**src/rtl/uart_rx_fifo.sv**
```systemverilog
// Receive byte queue between the UART receiver and the register interface.
// Show-ahead read port, sticky overflow, idle timeout and a single level IRQ.
module uart_rx_fifo #(
  parameter int          DEPTH       = 16,
  parameter int          AW          = 4,
  parameter logic [15:0] TIMEOUT_CYC = 16'd4000
) (
  input  logic          clk,
  input  logic          RSTn,
  input  logic          rx_valid,
  input  logic [7:0]    rx_data,
  input  logic          rd_en,
  output logic [7:0]    rd_data,
  input  logic          flush,
  input  logic          ovf_clr,
  input  logic [AW:0]   irq_thresh,
  output logic          empty,
  output logic          full,
  output logic [AW:0]   count,
  output logic          ovf,
  output logic          timeout,
  output logic          irq
);

  logic [7:0]    mem [DEPTH];
  logic [AW-1:0] wr_ptr, rd_ptr;
  logic [AW:0]   cnt;
  logic [AW:0]   thresh_q;
  logic [15:0]   idle;
  logic          ovf_q;
  logic          pop, push, drop;

  assign empty   = (cnt == '0);
  assign full    = (cnt == (AW+1)'(DEPTH));
  assign count   = cnt;
  assign ovf     = ovf_q;
  assign rd_data = mem[rd_ptr];

  assign pop  = rd_en && !empty;
  // A full queue still accepts a byte when a pop frees the head slot this cycle.
  assign push = rx_valid && (!full || pop);
  assign drop = rx_valid && full && !pop;

  always_ff @(posedge clk) begin
    if (push && !flush)
      mem[wr_ptr] <= rx_data;
  end

  always_ff @(posedge clk or negedge RSTn) begin
    if (!RSTn) begin
      wr_ptr   <= '0;
      rd_ptr   <= '0;
      cnt      <= '0;
      idle     <= '0;
      ovf_q    <= 1'b0;
      thresh_q <= '0;
    end else begin
      thresh_q <= irq_thresh;
      if (flush) begin
        wr_ptr <= '0;
        rd_ptr <= '0;
        cnt    <= '0;
        idle   <= '0;
      end else begin
        if (push) wr_ptr <= wr_ptr + 1'b1;
        if (pop)  rd_ptr <= rd_ptr + 1'b1;
        case ({push, pop})
          2'b10:   cnt <= cnt + 1'b1;
          2'b01:   cnt <= cnt - 1'b1;
          default: cnt <= cnt;
        endcase
        if (push || pop || empty)
          idle <= '0;
        else if (idle != TIMEOUT_CYC)
          idle <= idle + 16'd1;
      end
      // A dropped byte outranks a same-cycle clear; a flushed push never overflows.
      if (drop && !flush)
        ovf_q <= 1'b1;
      else if (ovf_clr)
        ovf_q <= 1'b0;
    end
  end

  // The threshold is sampled so irq depends on flops only.
  assign timeout = (idle == TIMEOUT_CYC);
  assign irq     = ((thresh_q != '0) && (cnt >= thresh_q)) || timeout || ovf_q;

endmodule

```
**config.mk**
```make
export PLATFORM = sky130hd
export DESIGN_NAME = uart_rx_fifo
export DESIGN_NICKNAME = d
export VERILOG_FILES = /design/src/rtl/uart_rx_fifo.sv
export SDC_FILE = /design/constraint.sdc
export NUM_CORES = 1
export LEC_CHECK = 0
export ABC_CLOCK_PERIOD_IN_PS = 7400
export BUFFER_PORTS_ARGS = -buffer_cell sky130_fd_sc_hd__buf_2
export CAP_MARGIN = 40
export CORE_MARGIN = 10
export CORE_UTILIZATION = 57
export CTS_CLUSTER_SIZE = 30
export DETAILED_ROUTE_END_ITERATION = 10
export PLACE_DENSITY = 0.8
export SETUP_SLACK_MARGIN = 0.15
export SYNTH_ARGS = -nofsm -noshare
export SYNTH_HDL_FRONTEND = slang
export SYNTH_SLANG_ARGS = --single-unit
export TNS_END_PERCENT = 30
```
**constraint.sdc**
```tcl
create_clock -name clk -period 7.4 [get_ports clk]
set_clock_uncertainty 0.1 [all_clocks]
set_input_delay 2.22 -clock clk [delete_from_list [all_inputs] [get_ports clk]]
set_output_delay 2.22 -clock clk [all_outputs]
set_load 0.02 [all_outputs]
```
## Yosys cells after proc, flatten, opt, wreduce, memory -nomap -nowiden

Memories as Yosys holds them, arrays and structs flattened.
Index checks and enable logic that the tools add are counted.

| storage, ports and cells | value |
|---|---|
| flip-flop bits (word level) | 35 |
| logic and storage cells | 54 |
| memory bits (writable) | 128 |
| output and inout bits | 18 |
| memories kept | 1 |

Memories:

| memory | depth | bits a word | read ports | clocked after Yosys merged registers in | wr ports | RTL line | RTL |
|---|---|---|---|---|---|---|---|
| mem | 16 | 8 | 1 | 0 | 1 | 25 | `logic [7:0] mem [DEPTH];` |

| cells by class | value |
|---|---|
| reduce and logical (&&, ||, !) cells | 23 |
| multiplexer cells | 13 |
| $lt $le $gt $ge | 1 |
| eq/ne operators | 5 |
| $add $sub $neg | 5 |

Operators with widths:

| cell | count |
|---|---|
| $mux 16 | 3 |
| $add 16x1->16 const B | 1 |
| $eq 16x12->1 const B | 1 |
| $mux 4 | 4 |
| $ne 16x12->1 const B | 1 |
| $pmux 5 s2 | 1 |
| $add 4x1->4 const B | 2 |
| $logic_and 1x1->1 | 7 |
| $reduce_bool 2->1 | 3 |
| $reduce_bool 3->1 | 2 |
| $add 5x1->5 const B | 1 |
| $eq 5x5->1 const B | 1 |
| $ge 5x5->1 | 1 |
| $logic_not 5->1 | 1 |
| $logic_or 1x1->1 | 5 |
| $mux 5 | 1 |
| $reduce_bool 5->1 | 1 |
| $sub 5x1->5 const B | 1 |
| $logic_not 1->1 | 4 |
| $mux 1 | 4 |
| $eq 2x1->1 const B | 1 |
| $eq 2x2->1 const B | 1 |

## Logic depth before layout (Yosys ltp)

Gate-level depths: netlist (run 1).

| depth | value |
|---|---|
| depth after elaboration | 9 |
| mapped depth | 10 |

## Worst setup path before layout (run 1)

No wires, ideal clock.

| timing path | value |
|---|---|
| kind | register -> output |
| start | reg rd_ptr[0] |
| end | out rd_data[0] |
| slack | 3.201 ns |
| data required time | 5.080 ns |
| arrival | 1.879 ns |
| cell stages (with the launch flop) | 5 |
| cell sequence | dfrtp_1 buf_2 buf_2 mux4_2 mux4_2 |

| between the ends | value |
|---|---|
| longest elaborated chain between the ends | 1 |

RTL lines:

| element | RTL line | RTL |
|---|---|---|
| start: declaration | 26 | `logic [AW-1:0] wr_ptr, rd_ptr;` |
| start signal: assignment | 66 | `if (pop) rd_ptr <= rd_ptr + 1'b1;` |
| $mem_v2 16x8 | - |  |
| end: declaration | 13 | `output logic [7:0] rd_data,` |

Every way passes these cells.

## Worst setup path in the final report (run 1)

| timing path | value |
|---|---|
| start | reg rd_ptr[0] |
| end | out rd_data[6] |

The elaborated chain is that of the path after synthesis.

==> results of run 1 <==
## cells by family after synthesis
logic type      Yosys count  synth area share [%]
flops                   163                  68.5
xor+xnor                 21                  2.67
simple gates            109                  7.97
mux                      43                  13.5
buf+inv                  30                  1.85
fa+ha+maj                14                  2.54
compound gates           30                  2.92
## Yosys cell counts (2+ instances only)
cell / instances
nand2b_1: 5
nand3_1: 6
and3_1: 3
edfxtp_1: 128
nand4_1: 5
nand2_1: 20
inv_1: 12
xnor2_1: 7
or3_1: 2
nor2_1: 44
o31ai_1: 2
nor2b_1: 4
buf_1: 2
dfrtp_1: 35
ha_1: 14
nor3_1: 5
mux4_2: 40
a21oi_1: 9
or2_2: 2
xor2_1: 14
buf_4: 2
and4_1: 2
buf_2: 6
a21o_1: 2
o21ai_0: 6
mux2i_1: 2
clkbuf_1: 8
and2_1: 2
a211oi_1: 2
## layer usage
metal	up-vias	GRT usage, %	share of wire, %
li1	1695	-	-
met1	1891	22.3	42
met2	155	26.5	48
met3	29	4.87	6.6
met4	0	8.07	2.6
met5	-	0	0
## worst paths after layout
check	start	end	slack, ns
setup reg to reg	count[1]	count[4]	4.67
min in group asynchronous	RSTn	count[1]	1.77
setup / recovery	rd_ptr[0]	rd_data[6]	2.54
max in group asynchronous	RSTn	rd_ptr[0]	4.89
hold reg to reg	ovf	ovf	0.45
hold / removal	ovf	ovf	0.45
## critical path, stage by stage, from the launching register on
cell and delay (ns):
dfrtp_2 0.61, buf_12 0.28, mux4_2 0.54, mux4_2 0.50
buf_2 0.18
## area by class of cell
type	count	area (sq um)	area share, %
Tap cell	147	184	2.32
Multi-Input combinational cell	217	2050	25.9
Clock buffer	18	429	5.42
Timing Repair Buffer	55	335	4.24
Inverter	12	45.0	0.569
Sequential cell	163	4720	59.7
Clock inverter	14	150	1.90
## state kept, by name (all words and copies together), names as in the netlist
signal and count:
ovf 1, count 5, idle 16, rd_ptr 4, wr_ptr 4, mem 128
thresh_q 5
## through the flow
| step | std cells | power, uW | setup slack, ns |
|---|---|---|---|
| finish | 626 | 2380 | 2.54 |
| CTS | 626 | 2400 | 2.50 |
| global route | 626 | 2480 | 2.41 |
| detailed placement | 594 | 1550 | 2.97 |
| global placement | 579 | 1520 | 2.60 |
| floorplan | 410 | 1430 | 3.20 |
## power groups by stage
stage	Combinational (uW)	Clock [uW]	Sequential, uW
floorplan	361	0	1070
global placement	409	0	1110
detailed placement	463	0	1080
CTS	465	873	1070
global route	503	910	1070
finish	457	858	1070
## layout by cell type (no fill, tap or decap), drive strengths merged, types with 3 or more instances in the layout
| master | n |
|---|---|
| mux4 | 40 |
| clkinv | 4 |
| a21oi | 9 |
| clkbuf | 18 |
| nor2b | 4 |
| nor4 | 3 |
| nand3 | 6 |
| inv | 17 |
| ha | 14 |
| nand4 | 5 |
| xnor2 | 7 |
| clkinvlp | 3 |
| nand2 | 20 |
| dfrtp | 35 |
| nor3 | 5 |
| edfxtp | 128 |
| o21ai | 8 |
| nand2b | 5 |
| xor2 | 14 |
| buf | 55 |
| and3 | 3 |
| nor2 | 44 |
==> results_dict.tcl, run 1 <==
set metrics [dict create \
    max-cap-violations 0 \
    ys_ff_latch 163 \
    detail_route.iter0.violations 383 \
    final_util_pct 66.4 \
    fp-row-count 40 \
    power_density_nw_per_um2 301 \
    mappedNetlistArea_sq_um 6890 \
    final_nets 499 \
    cts_tree "yes" \
    drc 0 \
    switchingPower_uw 635 \
    swShare_pct 26.7 \
    setup_viol 0 \
    holdBufCountCts 0 \
    syn2layout_area_growth_pct 14.8 \
    gp_congestion 0.769 \
    cp.required_ns 5.08 \
    p_leak_uw 0.00281 \
    cts_made_buffers 17 \
    pin_count 37 \
    synthesis.nets 443 \
    core_area_sq_um 11900 \
    die_y_microns 130 \
    port-buffer-count 36 \
    slew_headroom_pct 48.8 \
    num_antenna_cells 0 \
    holdWs_ns 0.452 \
    start_util_pct 57.8 \
    ant_nets 0 \
    vias_per_cell 6.02 \
    power.internal_uw 1750 \
    num_vias 3770 \
    grt_setup_unrepaired "no" \
    clockBufferDepth 2 \
    antenna_found_initial 0 \
    cts_resized 0 \
    cts_sinks 163 \
    firstDrtPassIters 5 \
    fin_tns_setup_ns 0 \
    avgSynthCellArea_sq_um 16.8 \
    cts_max_level 4 \
    hold_class "reg2reg" \
    grt.total_usage_pct 17.2 \
    ys_seq_area_share_pct 68.5 \
    path_class "reg2out" \
    final_max_slew_viol_count 0 \
    ir_drop_mv 0.204 \
    hold_viol 0 \
    synth-edff-count 128 \
    power_frac_clock_pct 36.1 \
    grt_pass1_vias 3893 \
    cp-end-kind "primary output" \
    status "complete, no violations" \
    synthArstFlopShare_pct 21.5 \
    yosys-top-cells-area "edfxtp_1 (56%), mux4_2 (13%), dfrtp_1 (13%)" \
    placed_cell_area_sq_um 7330 \
    critical_path_arrival_ns 2.54 \
    fmax_mhz 206 \
    wl_per_cell_microns 21.3 \
    cts_setup_buffers 0 \
    reg2regPathDepth 9 \
    synth_top_area_share_pct 55.8 \
    path_max_fanout 24 \
    synth.distinct_cells 48 \
    fin_crit_sh_pct 65.7 \
    syn_inst 410 \
    min_period_ns 4.86 \
    overflow 0 \
    yosysTopAreaCell "edfxtp_1" \
    start_kind "flop" \
    grt_pass1_wl_microns 21500 \
    fillers 792 \
    seq_power_share_pct 44.7 \
    clk_pin_slew_ns 0.06 \
    min_delay_path_depth 2 \
    synth_warnings 0 \
    combPwrFrac_pct 19.2 \
    root_buffer "clkbuf_16" \
    insertion_delay_ns 0.42 \
    grt_max_degree 36 \
    die_w_microns 130 \
    routed_wl_microns 13300 \
    drive_above_1_share_pct 28.0 \
    design_area_sq_um 7910 \
    tightestPinTransition_ns 0.767 \
    dpl.hpwl_microns 8960 \
    synth-main-ff-cell "edfxtp_1" \
    dieArea_sq_um 16900 \
]
No activity file was read; power rests on OpenSTA's default activity.
==> run 2, diff against run 1 <==
- ABC_CLOCK_PERIOD_IN_PS: 7400 -> 4000
- CORE_UTILIZATION: 57 -> 55
- PLACE_DENSITY: 0.8 -> 0.81
- clock period: 7.4 -> 4 ns (I/O delays scaled with it)
==> results_dict.tcl, run 2 (synthesis results as in run 1) <==
set metrics [dict create \
    detail_route.iter0.violations 319 \
    routed_wl_microns 14000 \
    root_buffer "clkbuf_16" \
    p_leak_uw 0.00283 \
    regMostFlops "mem" \
    most-common-layout-cells "edfxtp_1 (128), nor2_1 (44), mux4_2 (40), buf_2 (36), dfrtp_1 (34)" \
    crit_slowest_cell "mux4_2" \
    placed_cell_area_sq_um 7410 \
    critPathMaxStageDelay_ns 0.53 \
    power_density_nw_per_um2 551 \
    cp.required_ns 2.70 \
    fin_tns_setup_ns 0 \
    gp_congestion 0.807 \
    critical_path_arrival_ns 2.41 \
    drc 0 \
    cts_made_buffers 17 \
    ir_drop_mv 0.337 \
    fp-row-count 40 \
    dpl.hpwl_microns 9080 \
    final_nets 505 \
    grt_max_degree 36 \
    max-cap-violations 0 \
    wl_per_cell_microns 21.4 \
    clk_pin_slew_ns 0.06 \
    grt.total_usage_pct 16.9 \
    port-buffer-count 36 \
    core_area_sq_um 12200 \
    firstDrtPassIters 4 \
    min_period_ns 3.71 \
    crit_buf_inv 2 \
    cts_setup_buffers 0 \
    grt_pass1_vias 3970 \
    start_util_pct 56.6 \
    hold_class "reg2reg" \
    dieArea_sq_um 17400 \
    cts_resized 0 \
    num_vias 3757 \
    antenna_found_initial 0 \
    start_kind "flop" \
    cp-end-kind "primary output" \
    grt_setup_unrepaired "no" \
    reg_top3 "mem x128, idle x16" \
    hold_viol 0 \
    tightestPinTransition_ns 0.785 \
    vias_per_cell 5.75 \
    largest_reg_flops 128 \
    path_class "reg2out" \
    final_max_slew_viol_count 0 \
    grt_pass1_wl_microns 22400 \
    drive_above_1_share_pct 29.1 \
    slew_headroom_pct 47.7 \
    design_area_sq_um 7980 \
    num_antenna_cells 0 \
    die_w_microns 132 \
    cts_max_level 4 \
    final_common_cell "edfxtp_1" \
    setup_viol 0 \
    fmax_mhz 270 \
    cp_cell_sequence "buf_4 -> mux4_2 -> mux4_2 -> buf_2" \
    holdBufCountCts 0 \
    cts_sinks 163 \
    final_util_pct 65.6 \
    crit_family "multiplexers" \
    path_max_fanout 9 \
    crit_top_cell "mux4_2" \
    pin_count 37 \
    ant_nets 0 \
    insertion_delay_ns 0.41 \
    clockBufferDepth 2 \
    die_y_microns 132 \
    syn2layout_area_growth_pct 15.8 \
    status "complete, no violations" \
    cts_tree "yes" \
    overflow 0 \
    fin_crit_sh_pct 92.7 \
]
run 2: cell types whose count changed in the layout (fill, tap and decap cells not counted), sizes merged:
cell    before  now
bufinv       2    1
clkbuf      18   17
inv         17   20
buf         55   61
clkinv       4    3
run 2: worst paths after layout:
check,slack (ns),cells after the start,to,start
setup / recovery,0.29,4,rd_data[1],rd_ptr[0]
hold / removal,0.46,2,idle[8],idle[8]
setup reg to reg,1.27,9,count[4],count[1]
hold reg to reg,0.46,2,idle[8],idle[8]
max in group asynchronous,2.49,1,rd_ptr[0],RSTn
min in group asynchronous,0.77,1,thresh_q[0],RSTn
run 2: power by group:
| group | internal, uW | switching, uW | total, uW |
|---|---|---|---|
| registers | 1870 | 90.0 | 1960 |
| clock network | 871 | 676 | 1550 |
| logic | 447 | 438 | 885 |
| total | 3190 | 1200 | 4400 |
run 2: layer usage:
metal	vias to the layer above	global-route usage (%)	part of all wire [%]
li1	1699	-	-
met4	0	5.50	0.92
met3	12	4.65	7.1
met2	135	28.0	52
met1	1911	20.9	40
met5	-	0	0
run 2: worst min-delay path, delay by kind of cell (launching register included):
| family | cells | cell delay (ns) |
|---|---|---|
| xor+xnor | 1 | 0.08 |
| flops | 1 | 0.36 |
| simple gates | 1 | 0.08 |
run 2: layout make-up:
cell class / instances / area (sq um)
Clock buffer: 17 / 425
Clock inverter: 15 / 143
Fill cell: 832 / 4180
Inverter: 12 / 45.0
Multi-Input combinational cell: 217 / 2040
Sequential cell: 163 / 4720
Tap cell: 168 / 210
Timing Repair Buffer: 61 / 393
run 2: metrics by stage:
stage               power [uW]  setup slack [ns]  instances  hold WS, ns
global placement          2860             0.774        621        0.430
global route              4600             0.165        653        0.483
detailed placement        2890             0.717        621        0.452
finish                    4400             0.290        653        0.462
CTS                       4450             0.218        653        0.467
floorplan                 2640             0.821        410        0.410
==> run 3, diff against run 2 <==
- PLACE_DENSITY: 0.81 -> 0.83
==> results_dict.tcl, run 3 (synthesis results as in run 1) <==
set metrics [dict create \
    most-common-layout-cells "edfxtp_1 (128), nor2_1 (44), mux4_2 (40), buf_2 (36), dfrtp_1 (34)" \
    die_w_microns 132 \
    crit_family "multiplexers" \
    grt_setup_unrepaired "no" \
    setup_viol 0 \
    pin_count 37 \
    final_nets 500 \
    cp.required_ns 2.70 \
    power.internal_uw 3170 \
    grt_pass1_vias 3985 \
    cp-end-kind "primary output" \
    p_leak_uw 0.00279 \
    dp_slack_ns 0.625 \
    power_frac_clock_pct 34.5 \
    largest_reg_flops 128 \
    ir_drop_mv 0.506 \
    dieArea_sq_um 17400 \
    grt.total_usage_pct 16.6 \
    max-cap-violations 0 \
    power_density_nw_per_um2 547 \
    cts_made_buffers 17 \
    placed_cell_area_sq_um 7360 \
    final_common_cell "edfxtp_1" \
    fp-row-count 40 \
    antenna_found_initial 0 \
    wl_per_cell_microns 20.9 \
    firstDrtPassIters 4 \
    seq_power_share_pct 45.5 \
    fin_tns_setup_ns 0 \
    tightestPinTransition_ns 0.751 \
    vias_per_cell 5.72 \
    routed_wl_microns 13500 \
    dr_wl_met2_microns 7160 \
    insertion_delay_ns 0.42 \
    gp_congestion 0.793 \
    cts_resized 0 \
    core_area_sq_um 12200 \
    switchingPower_uw 1150 \
    holdWs_ns 0.442 \
    hold_viol 0 \
    critical_path_arrival_ns 2.44 \
    power_uw 4320 \
    holdBufCountCts 0 \
    detail_route.iter0.violations 371 \
    clockBufferDepth 2 \
    fmax_mhz 267 \
    cts_setup_buffers 0 \
    fin_crit_sh_pct 93.5 \
    num_vias 3709 \
    cts_sinks 163 \
    syn2layout_area_growth_pct 14.8 \
    regMostFlops "mem" \
    reg_top3 "mem x128, idle x16" \
    cp_cell_sequence "buf_4 -> mux4_2 -> mux4_2 -> buf_2" \
    path_max_fanout 11 \
    design_area_sq_um 7910 \
    cts_tree "yes" \
    crit_buf_inv 2 \
    crit_top_cell "mux4_2" \
    die_y_microns 132 \
    wl_met3_microns 945 \
    drive_above_1_share_pct 27.5 \
    critPathMaxStageDelay_ns 0.55 \
    drc 0 \
    cts_max_level 4 \
    num_antenna_cells 0 \
    crit_slowest_cell "dfrtp_4" \
    hold_class "reg2reg" \
    root_buffer "clkbuf_16" \
    wl_met1_microns 5230 \
    combPwrFrac_pct 20.0 \
    dpl.hpwl_microns 8830 \
    min_period_ns 3.74 \
    start_util_pct 56.6 \
    setup_ws_ns 0.260 \
    path_class "reg2out" \
    slew_headroom_pct 49.9 \
    swShare_pct 26.6 \
    ant_nets 0 \
    port-buffer-count 36 \
    overflow 0 \
    final_max_slew_viol_count 0 \
    start_kind "flop" \
    grt_pass1_wl_microns 22100 \
    top_layer "met4" \
    grt_max_degree 36 \
    clk_pin_slew_ns 0.06 \
    status "complete, no violations" \
]
-- run 3: path summary, 6_finish.rpt --
kind | cells past startpoint | start | slack, ns | end
setup / recovery | 4 | rd_ptr[0] | 0.26 | rd_data[3]
hold / removal | 2 | rd_ptr[1] | 0.44 | rd_ptr[1]
setup reg to reg | 9 | count[1] | 1.14 | count[4]
hold reg to reg | 2 | rd_ptr[1] | 0.44 | rd_ptr[1]
max in group asynchronous | 1 | RSTn | 2.50 | rd_ptr[0]
min in group asynchronous | 1 | RSTn | 0.75 | count[0]
-- run 3: layer usage --
metal  GRT usage (%)  vias to the layer above
met2            27.4                      119
met4            5.87                        0
li1                -                     1697
met3            5.26                       17
met1            20.2                     1876
met5               0                        -
-- run 3: power by group through the flow --
stage | Clock (uW) | Combinational, uW | Sequential [uW]
2_1_floorplan | 0 | 667 | 1970
3_3_place_gp | 0 | 844 | 2000
3_5_place_dp | 0 | 871 | 2000
4_1_cts | 1520 | 880 | 1960
5_1_grt | 1600 | 949 | 1980
6_report | 1490 | 865 | 1970
-- run 3: final cells by class --
class | count | area, sq um
Clock buffer | 21 | 440
Timing Repair Buffer | 56 | 343
Inverter | 12 | 45.0
Sequential cell | 163 | 4720
Multi-Input combinational cell | 217 | 2040
Fill cell | 818 | 4250
Clock inverter | 11 | 105
Tap cell | 168 | 210
-- run 3: worst reg2reg max path: stages (launching register included) --
cell and delay [ns]:
dfrtp_1 0.50, or4_4 0.63, o21ai_4 0.20, xnor2_1 0.10, ha_1 0.24, o31ai_1 0.29
nand3b_1 0.15, nor3_1 0.18, a21oi_1 0.07, a221oi_1 0.30
-- run 3: per-stage QoR --
stage	util, %	std cells
2_1_floorplan	-	410
3_3_place_gp	60.5	616
3_5_place_dp	60.5	616
4_1_cts	65.0	648
5_1_grt	65.0	648
6_report	65.0	648
